`config.mk`:
```
export PLATFORM = sky130hd
export DESIGN_NAME = channel_receive
export DESIGN_NICKNAME = d
export VERILOG_FILES = /design/src/rtl/channel_receive.sv
export SDC_FILE = /design/constraint.sdc
export NUM_CORES = 1
export LEC_CHECK = 0
export ABC_AREA = 1
export BUFFER_PORTS_ARGS = -buffer_cell sky130_fd_sc_hd__buf_2
export CAP_MARGIN = 20
export CELL_PAD_IN_SITES_DETAIL_PLACEMENT = 2
export CELL_PAD_IN_SITES_GLOBAL_PLACEMENT = 2
export CORE_MARGIN = 10
export CORE_UTILIZATION = 32
export CTS_CLUSTER_DIAMETER = 40
export CTS_CLUSTER_SIZE = 40
export DETAILED_ROUTE_END_ITERATION = 6
export PLACE_DENSITY_LB_ADDON = 0.1
export SKIP_LAST_GASP = 1
export SLEW_MARGIN = 20
export SYNTH_ARGS = -nofsm -noshare
export SYNTH_HDL_FRONTEND = slang
export SYNTH_SLANG_ARGS = --single-unit
```
`constraint.sdc`:
```
create_clock -name clk -period 1.96 [get_ports clk]
set_input_delay 0.098 -clock clk [delete_from_list [all_inputs] [get_ports clk]]
set_output_delay 0.098 -clock clk [all_outputs]
set_load 0.1 [all_outputs]
```
`src/rtl/channel_receive.sv`:
```
// -----------------------------------------------------------------------------
// channel_receive
//
// Receiving end of the memory-resident channel rendezvous protocol. One
// "receive on channel" instruction is executed per start pulse against two
// consecutive memory words:
//   channel     pid of a blocked sender, 0 when nobody is waiting
//   channel+1   that sender's message
// If no sender is waiting the receiver's pid is written into the channel cell
// and the receiver is parked. Otherwise the message is read, the channel cell
// is cleared and the waiting sender is reported for rescheduling.
// The memory port is only driven meaningfully between accept and finished.
//
// Ports
//   clk                       system clock, all state changes on rising edge
//   resetN                    asynchronous active-low reset
//   start                     level request, only sampled while idle
//   channel                   channel cell address, latched on accept
//   rxPid                     pid of the receiving process, latched on accept
//   address                   memory address (registered)
//   readWriteMode             1 = write, 0 = read (registered)
//   dataIn                    memory write data (registered)
//   dataOut                   memory read data, valid one cycle after address
//   finished                  operation complete, result outputs valid
//   shouldScheduleSender      rendezvous completed, scheduleTxPid is runnable
//   shouldDescheduleReceiver  no sender was waiting, receiver is parked
//   scheduleTxPid             pid of the sender to wake
//   receivedMessage           message taken from channel+1
// -----------------------------------------------------------------------------
module channel_receive #(
  parameter int addrBits = 8,
  parameter int dataBits = 16
) (
  input  logic                clk,
  input  logic                resetN,
  input  logic                start,
  input  logic [addrBits-1:0] channel,
  input  logic [addrBits-1:0] rxPid,
  output logic [addrBits-1:0] address,
  output logic                readWriteMode,
  output logic [dataBits-1:0] dataIn,
  input  logic [dataBits-1:0] dataOut,
  output logic                finished,
  output logic                shouldScheduleSender,
  output logic                shouldDescheduleReceiver,
  output logic [addrBits-1:0] scheduleTxPid,
  output logic [dataBits-1:0] receivedMessage
);

  typedef enum logic [2:0] {
    IDLE,
    RD_CH,
    CHECK,
    PARK,
    RD_MSG,
    GOT_MSG,
    CLEAR,
    DONE
  } stateT;

  stateT state;

  // Operands are captured at accept so later input changes cannot disturb
  // an operation in flight.
  logic [addrBits-1:0] channelReg;
  logic [addrBits-1:0] rxPidReg;

  // Single registered FSM. Every memory-port and result output is a flop so
  // the memory never sees a combinational glitch on readWriteMode.
  always_ff @(posedge clk or negedge resetN) begin
    if (!resetN) begin
      state                    <= IDLE;
      channelReg               <= '0;
      rxPidReg                 <= '0;
      address                  <= '0;
      readWriteMode            <= 1'b0;
      dataIn                   <= '0;
      finished                 <= 1'b0;
      shouldScheduleSender     <= 1'b0;
      shouldDescheduleReceiver <= 1'b0;
      scheduleTxPid            <= '0;
      receivedMessage          <= '0;
    end else begin
      case (state)
        IDLE: begin
          if (start) begin
            channelReg               <= channel;
            rxPidReg                 <= rxPid;
            shouldScheduleSender     <= 1'b0;
            shouldDescheduleReceiver <= 1'b0;
            scheduleTxPid            <= '0;
            receivedMessage          <= '0;
            address                  <= channel;
            readWriteMode            <= 1'b0;
            state                    <= RD_CH;
          end
        end

        // Memory samples the channel address on this edge; the word appears
        // on dataOut for the CHECK state.
        RD_CH: begin
          state <= CHECK;
        end

        CHECK: begin
          if (dataOut == '0) begin
            address       <= channelReg;
            dataIn        <= dataBits'(rxPidReg);
            readWriteMode <= 1'b1;
            state         <= PARK;
          end else begin
            scheduleTxPid <= dataOut[addrBits-1:0];
            // Wraps modulo 2^addrBits, so the all-ones channel reads word 0.
            address       <= channelReg + addrBits'(1);
            readWriteMode <= 1'b0;
            state         <= RD_MSG;
          end
        end

        // The memory commits the receiver pid on this edge.
        PARK: begin
          readWriteMode            <= 1'b0;
          shouldDescheduleReceiver <= 1'b1;
          finished                 <= 1'b1;
          state                    <= DONE;
        end

        RD_MSG: begin
          state <= GOT_MSG;
        end

        GOT_MSG: begin
          receivedMessage <= dataOut;
          address         <= channelReg;
          dataIn          <= '0;
          readWriteMode   <= 1'b1;
          state           <= CLEAR;
        end

        // The memory clears the channel cell on this edge.
        CLEAR: begin
          readWriteMode        <= 1'b0;
          shouldScheduleSender <= 1'b1;
          finished             <= 1'b1;
          state                <= DONE;
        end

        // Holding here until start drops is what makes a long start level
        // count as a single request. Results stay valid until next accept.
        DONE: begin
          if (!start) begin
            finished <= 1'b0;
            state    <= IDLE;
          end
        end

        default: begin
          readWriteMode <= 1'b0;
          finished      <= 1'b0;
          state         <= IDLE;
        end
      endcase
    end
  end

endmodule

```
=== Word level (Yosys, flattened, before mapping) ===
Index checks and enable logic that the tools add are counted.

* $add $sub $neg: 1
* Multiply operators: 0
* Divide/modulo/power cells: 0
* Order comparisons: 0
* Equal/unequal tests: 11
* Shift operators: 0
* Mux-type cells: 21
* Bitwise gates (word level): 0
* Reduce and logical (&&, ||, !) cells: 21

{| class="wikitable"
|+ Operator list
! cell !! count
|-
| $pmux 16 s2 || 2
|-
| $mux 16 || 2
|-
| $mux 8 || 4
|-
| $pmux 8 s3 || 1
|-
| $pmux 3 s7 || 1
|-
| $reduce_and 2->1 || 9
|-
| $logic_not 16->1 || 1
|-
| $pmux 8 s2 || 1
|-
| $eq 3x3->1 const B || 4
|-
| $reduce_bool 2->1 || 6
|-
| $mux 3 || 3
|-
| $add 8x1->8 const B || 1
|-
| $ne 2x2->1 const B || 4
|-
| $eq 3x2->1 const B || 2
|-
| $pmux 1 s2 || 3
|-
| $pmux 1 s4 || 1
|-
| $reduce_bool 4->1 || 1
|-
| $eq 3x1->1 const B || 1
|-
| $logic_not 3->1 || 1
|-
| $mux 1 || 3
|-
| $reduce_and 3->1 || 1
|-
| $reduce_bool 3->1 || 1
|-
| $reduce_or 2->1 || 1
|}

* Register bits: 71
* Bits in latches: 0
* Memory bits (writable): 0
* Memory bits (read-only): 0
* Input bits: 35
* Output and inout bits: 52
* Word-level logic and storage cells: 65
* Memories: 0

=== Logic depth before layout (Yosys ltp) ===
Gate-level depths: netlist (run 1).

* Word-level depth: 4
* Depth in mapped cells: 9
* Depth with buffers taken out: 9

=== Worst setup path before layout (run 1) ===
OpenSTA, ideal clock, no wires.

* Path type: reg2reg
* Start: register state[1]
* End: register receivedMessage[3]
* Library setup time: 130 ps
* Arrival time: 1,193 ps
* Required time: 1,830 ps
* Setup slack: 637 ps
* Cell stages (with the launch flop): 7
* Path buffers: 2
* Period minus slack after synthesis: 1,323 ps
* Cells stage by stage: dfrtp_1 -> inv_1 -> nand3_2 -> buf_6 -> buf_4 -> nand3_1 -> o21ai_0

* Cells in the longest elaborated chain, start to end: 3
* Elaborated cells on any way between the ends: 6
* Classes of those cells: eq/ne (2); mux (1); reduce/logical (3)

{| class="wikitable"
|+ RTL lines
! what !! line !! text
|-
| from (decl) || 61 || <nowiki>stateT state;</nowiki>
|-
| from (signal assigned) || 72 || <nowiki>state <= IDLE;</nowiki>
|-
| from (signal assigned) || 95 || <nowiki>state <= RD_CH;</nowiki>
|-
| from (signal assigned) || 102 || <nowiki>state <= CHECK;</nowiki>
|-
| $eq 3x3->1 or $logic_not 3->1 (tied branches) || 84 || <nowiki>case (state)</nowiki>
|-
| $reduce_bool 2->1 (no source line) or $ne 2x2->1 (tied branches) || -- ||
|-
| $reduce_and 2->1 (no source line) || -- ||
|-
| to (signal assigned) || 133 || <nowiki>receivedMessage <= dataOut;</nowiki>
|-
| to (decl) || 47 || <nowiki>output logic [dataBits-1:0] receivedMessage</nowiki>
|}

Parallel ways exist; a longest one is shown, timed or not.
A chain may end at the register's enable or synchronous reset.

=== Worst setup path in the final report (run 1) ===
* Start: register state[1]
* End: register dataIn[4]

* Cells in the longest elaborated chain, start to end: 3
* Elaborated cells on any way between the ends: 6
* Classes of those cells: eq/ne (3); mux (1); reduce/logical (2)

{| class="wikitable"
|+ RTL lines
! what !! line !! text
|-
| $eq 3x2->1 or $eq 3x3->1 (tied branches) || 84 ||
|-
| $ne 2x2->1 (no source line) or $reduce_bool 2->1 (tied branches) || -- ||
|-
| $reduce_and 2->1 (no source line) || -- ||
|-
| to (signal assigned) || 108 || <nowiki>dataIn <= dataBits'(rxPidReg);</nowiki>
|-
| to (decl) || 41 || <nowiki>output logic [dataBits-1:0] dataIn,</nowiki>
|}

Parallel ways exist; a longest one is shown, timed or not.

==> results.cfg, run 1 <==
[synthesis]
synth_top_cell_area_share = 0.5252
yosysWarnings = 0
netlist_top_cells_area = dfrtp_1, nand2_1, nand3_1
seq_area_frac_synth = 0.5252
ys_types = 32
synthArstFlopShare = 1.000
synth_edf_count = 0
synth.largest_area_cell = dfrtp_1
ys.flop_type = dfrtp_1
ys_ff_latch = 63
synth_area_um2 = 3002
netlist_instances = 357
avgSynthCellArea_um2 = 8.408

[clock_tree]
htreeDepth = 3
clk_path_buf_depth = 2
postCtsSetupBuffers = 0
cts_made_buffers = 9
clk_latency_ns = 0.33
cts_resized = 0
clockRootBuffer = clkbuf_8
postCtsHoldBufs = 10
clock-sinks = 63
cts_tree = built
clk_pin_slew_ns = 0.07

[global_routing]
grt_max_degree = 64
antenna_found_initial = 0
use_met3 = 0.03721
grt-ovfl-total = 0
grt_pass1_vias = 3054
gr-usage-met2 = 0.2546
grt_usage = 0.1502
grt_busiest_layer = met2
met1_usage = 0.1831
grt_pass1_wl_um = 16060

[floorplanning]
die_w_um = 116.9
die_y_um = 116.9
coreArea_um2 = 9196
rows = 35
io_pins = 87
die-area_um2 = 13650
initial_utilization = 0.3264

[setup_path]
cp_common_cell = nand2_1
required_ns = 2.18
crit_path_end_kind = flip-flop
start_kind = flip-flop
slowest_delay_ns = 0.45
slowest_stage = dfrtp_1
worst-path-max-fanout = 14
worstPathCellList = inv_1 -> nand3_2 -> nand2_2 -> inv_2 -> nand2_1 -> nand2_1
path_class = flip-flop to flip-flop
cp.arrival_ns = 1.88
r2r_slack_ns = 0.30

[finish]
layout_common_cells = nand2_1, buf_2, dfrtp_1
syn_to_final_growth_pct = 25.55
final_common_cell = nand2_1
fill_cells = 1083
n_antenna_cell = 0
stdcell_count = 565
fin_nets = 485
ff_latch_area_um2 = 1577
multi_input_area_um2 = 1159
final_area_um2 = 3769
drive_gt1_frac = 0.2577

[drt]
wirelength_um = 9812
post_drt_via_cell_ratio = 4.933
vias = 2787
antenna_left = 0
first_pass_iters = 4
first_iter_violations = 104
wl_per_cell_um = 17.37
drc = 0

[sta]
max_freq_mhz = 603.1
setup_viol = 0
period_needed_ns = 1.658
finalHoldViolCount = 0
clock_skew_ns = 0.009322
fin_crit_sh = 0.8460
finalMaxSlewViolations = 0
hold_ws_ns = 0.01001
fin_setup_tns_ns = 0
rsz0062_at_grt = false

[job]
cap_viol_max_count = 0

[outcome]
status = complete, no violations

[place]
dpl.hpwl_um = 7150
port_buffers = 78
gp_congestion = 0.7887
post_dp_cell_area_um2 = 3478
dp.cells = 539

[min_path]
min_path_type = primary input to flip-flop
## per-layer routing
metal  wire length, µm  part of all wire
met3               585             0.060
met4               116             0.012
met1              4291              0.44
met5                 0                 0
met2              4819              0.49
## synthesized netlist by cell type (3+ instances only)
master,count
o21ai_0,29
dfrtp_1,63
nand3_1,47
nor2_1,24
o22ai_1,3
o21ai_1,3
inv_2,6
nand2_1,93
inv_1,32
o21a_1,3
a21oi_1,9
buf_4,12
buf_2,4
nand4_1,3
## stage by stage
stage	util	setup slack [ns]
2_1_floorplan	-	0.6375
3_3_place_gp	0.3782	0.3941
3_5_place_dp	0.3782	0.2760
4_1_cts	0.4098	0.2542
5_1_grt	0.4098	0.1063
6_report	0.4098	0.3018
## worst max-delay path, delay by kind of cell (launching register included)
family / cells / cell delay (ns)
AND/OR/NAND/NOR: 4 / 0.76
flip-flops: 1 / 0.45
buffers and inverters: 2 / 0.33
## final timing paths
check                                              start                  endpoint  cells after the start
worst max-delay path                            state[1]                 dataIn[4]                      6
worst min-delay path                          channel[0]             channelReg[0]                      3
worst max register to register                  state[1]                 dataIn[4]                      6
worst min register to register  shouldDescheduleReceiver  shouldDescheduleReceiver                      2
max in group asynchronous                         resetN               rxPidReg[5]                      3
min in group asynchronous                         resetN        receivedMessage[2]                      3
## flip-flops by register name, summed over array words and instances, names as in the netlist, 3 cells and up
name	flops
receivedMessage	16
state	3
address	8
dataIn	8
scheduleTxPid	8
channelReg	8
rxPidReg	8
## cell type report
class | count | share of cell area
sequential | 63 | 0.4183
multi-input combinational | 241 | 0.3074
timing repair buffer | 95 | 0.1474
inverter | 39 | 0.03951
clock buffer | 12 | 0.03851
tap | 111 | 0.03685
clock inverter | 4 | 0.01195
## kinds of logic (layout without fill, tap and decap cells)
| family | count (synthesis) | count (layout) | share of synthesized area |
|---|---|---|---|
| AO/OA/AOI/OAI | 50 | 50 | 0.08962 |
| XOR/XNOR | 2 | 2 | 0.005837 |
| adder cells (fa/ha/maj) | 1 | 1 | 0.004168 |
| buffers and inverters | 60 | 150 | 0.09754 |
| flip-flops | 63 | 63 | 0.5252 |
| other | 1 | 8 | 0.001249 |
| AND/OR/NAND/NOR | 180 | 180 | 0.2764 |
Power of run 1 is not shown: default switching activity piles up to over one toggle a cycle in this logic, so the estimate is an artifact.
==> run 2: changes to the inputs <==
--- a/config.mk
+++ b/config.mk
@@ -11,7 +11,7 @@
 export CELL_PAD_IN_SITES_DETAIL_PLACEMENT = 2
 export CELL_PAD_IN_SITES_GLOBAL_PLACEMENT = 2
 export CORE_MARGIN = 10
-export CORE_UTILIZATION = 32
+export CORE_UTILIZATION = 27
 export CTS_CLUSTER_DIAMETER = 40
 export CTS_CLUSTER_SIZE = 40
 export DETAILED_ROUTE_END_ITERATION = 6
==> constraint.sdc (replaced) <==
create_clock -name clk -period 1.5 [get_ports clk]
set_input_delay 0.075 -clock clk [delete_from_list [all_inputs] [get_ports clk]]
set_output_delay 0.075 -clock clk [all_outputs]
set_load 0.1 [all_outputs]
==> results.cfg, run 2 (synthesized netlist as in run 1, its figures left out) <==
[floorplanning]
coreArea_um2 = 10840
die_w_um = 125.4
rows = 38
die_y_um = 125.4
die-area_um2 = 15730
initial_utilization = 0.2769
io_pins = 87

[global_routing]
grt_usage = 0.1301
grt-ovfl-total = 0
grt_pass1_wl_um = 16880
antenna_found_initial = 0
grt_max_degree = 51
grt_pass1_vias = 3205

[setup_path]
worst-path-max-fanout = 9
crit_path_end_kind = flip-flop
slowest_delay_ns = 0.54
required_ns = 1.75
cp_common_cell = nand2_2
start_kind = primary input
path_class = primary input to flip-flop
cpLargestDelayFamily = buffers and inverters
r2r_slack_ns = 0.12
path_buf_inv = 3
cp.arrival_ns = 1.66
worstPathCellList = dlygate4sd3_1 -> buf_2 -> nor2_2 -> nand2_2 -> nor2_4 -> nand2_2 -> buf_6 -> nand2_8 -> nand3_1 -> o21ai_0
slowest_stage = dlygate4sd3_1

[drt]
post_drt_via_cell_ratio = 4.540
antenna_left = 0
vias = 2806
first_iter_violations = 93
wl_per_cell_um = 16.56
first_pass_iters = 4
wirelength_um = 10230
drc = 0

[sta]
finalMaxSlewViolations = 0
clock_skew_ns = 0.01128
setup_viol = 0
fin_crit_sh = 0.9412
finalHoldViolCount = 0
max_freq_mhz = 708.3
period_needed_ns = 1.412

[place]
gp_congestion = 0.7635
dpl.hpwl_um = 7372
dp.cells = 578
port_buffers = 78

[finish]
largest_reg_flops = 16
fill_cells = 1225
n_antenna_cell = 0
drive_gt1_frac = 0.2908
fin_nets = 509
multi_input_area_um2 = 1212
layout_common_cells = nand2_1, buf_2, dfrtp_1
syn_to_final_growth_pct = 36.52
final_common_cell = nand2_1
ff_latch_area_um2 = 1578
stdcell_count = 618
final_core_util = 0.3780
top_register = receivedMessage

[outcome]
status = complete, no violations

[clock_tree]
clk_latency_ns = 0.34
htreeDepth = 3
clock-sinks = 63
cts_tree = built
clk_path_buf_depth = 2
clk_pin_slew_ns = 0.08
cts_made_buffers = 9
clockRootBuffer = clkbuf_8

[min_path]
min_path_type = primary input to flip-flop

[job]
cap_viol_max_count = 0
run 2: layer usage:
metal  part of all wire  global-route usage
met3              0.041             0.03887
met1               0.43              0.1463
met5                  0                   0
met2               0.52              0.2363
met4             0.0069             0.02642
run 2: timing repair:
item                                   4_1_cts  5_1_grt
endpoints found under the hold margin       36        0
resized for setup                            0       18
buffers inserted                             0        1
setup endpoints to repair                    0       26
hold buffers                                22        0
run 2: per-stage QoR:
stage	setup slack [ns]	TNS (ns)	cell area [µm²]	hold WS, ns
floorplan	0.1775	0	3028	-0.2206
finish	0.08820	0	4098	0.02148
detailed placement	0.06870	0	3602	0.01648
CTS	0.01694	0	4021	0.007428
global route	-0.01630	-0.06125	4098	0.04293
global placement	0.04423	0	3602	0.01224
run 2: tightest hold or removal path, cell delays in order:
cell	delay, ns
buf_2	0.10
inv_1	0.07
o21ai_0	0.08
run 2: cell type report:
cell class	count	share of cell area
clock buffer	11	0.03450
clock inverter	5	0.01405
inverter	39	0.03695
sequential	63	0.3850
multi-input combinational	241	0.2959
timing repair buffer	119	0.1908
tap	140	0.04275
run 2: worst paths after layout:
check,start,end,cells past startpoint
max in group asynchronous,resetN,state[0],3
min,channel[6],channelReg[6],3
min in group asynchronous,resetN,scheduleTxPid[0],2
min reg2reg,shouldDescheduleReceiver,shouldDescheduleReceiver,2
max,dataOut[15],scheduleTxPid[7],10
max reg2reg,state[0],scheduleTxPid[7],7
Power of run 2 is left out for the same reason.
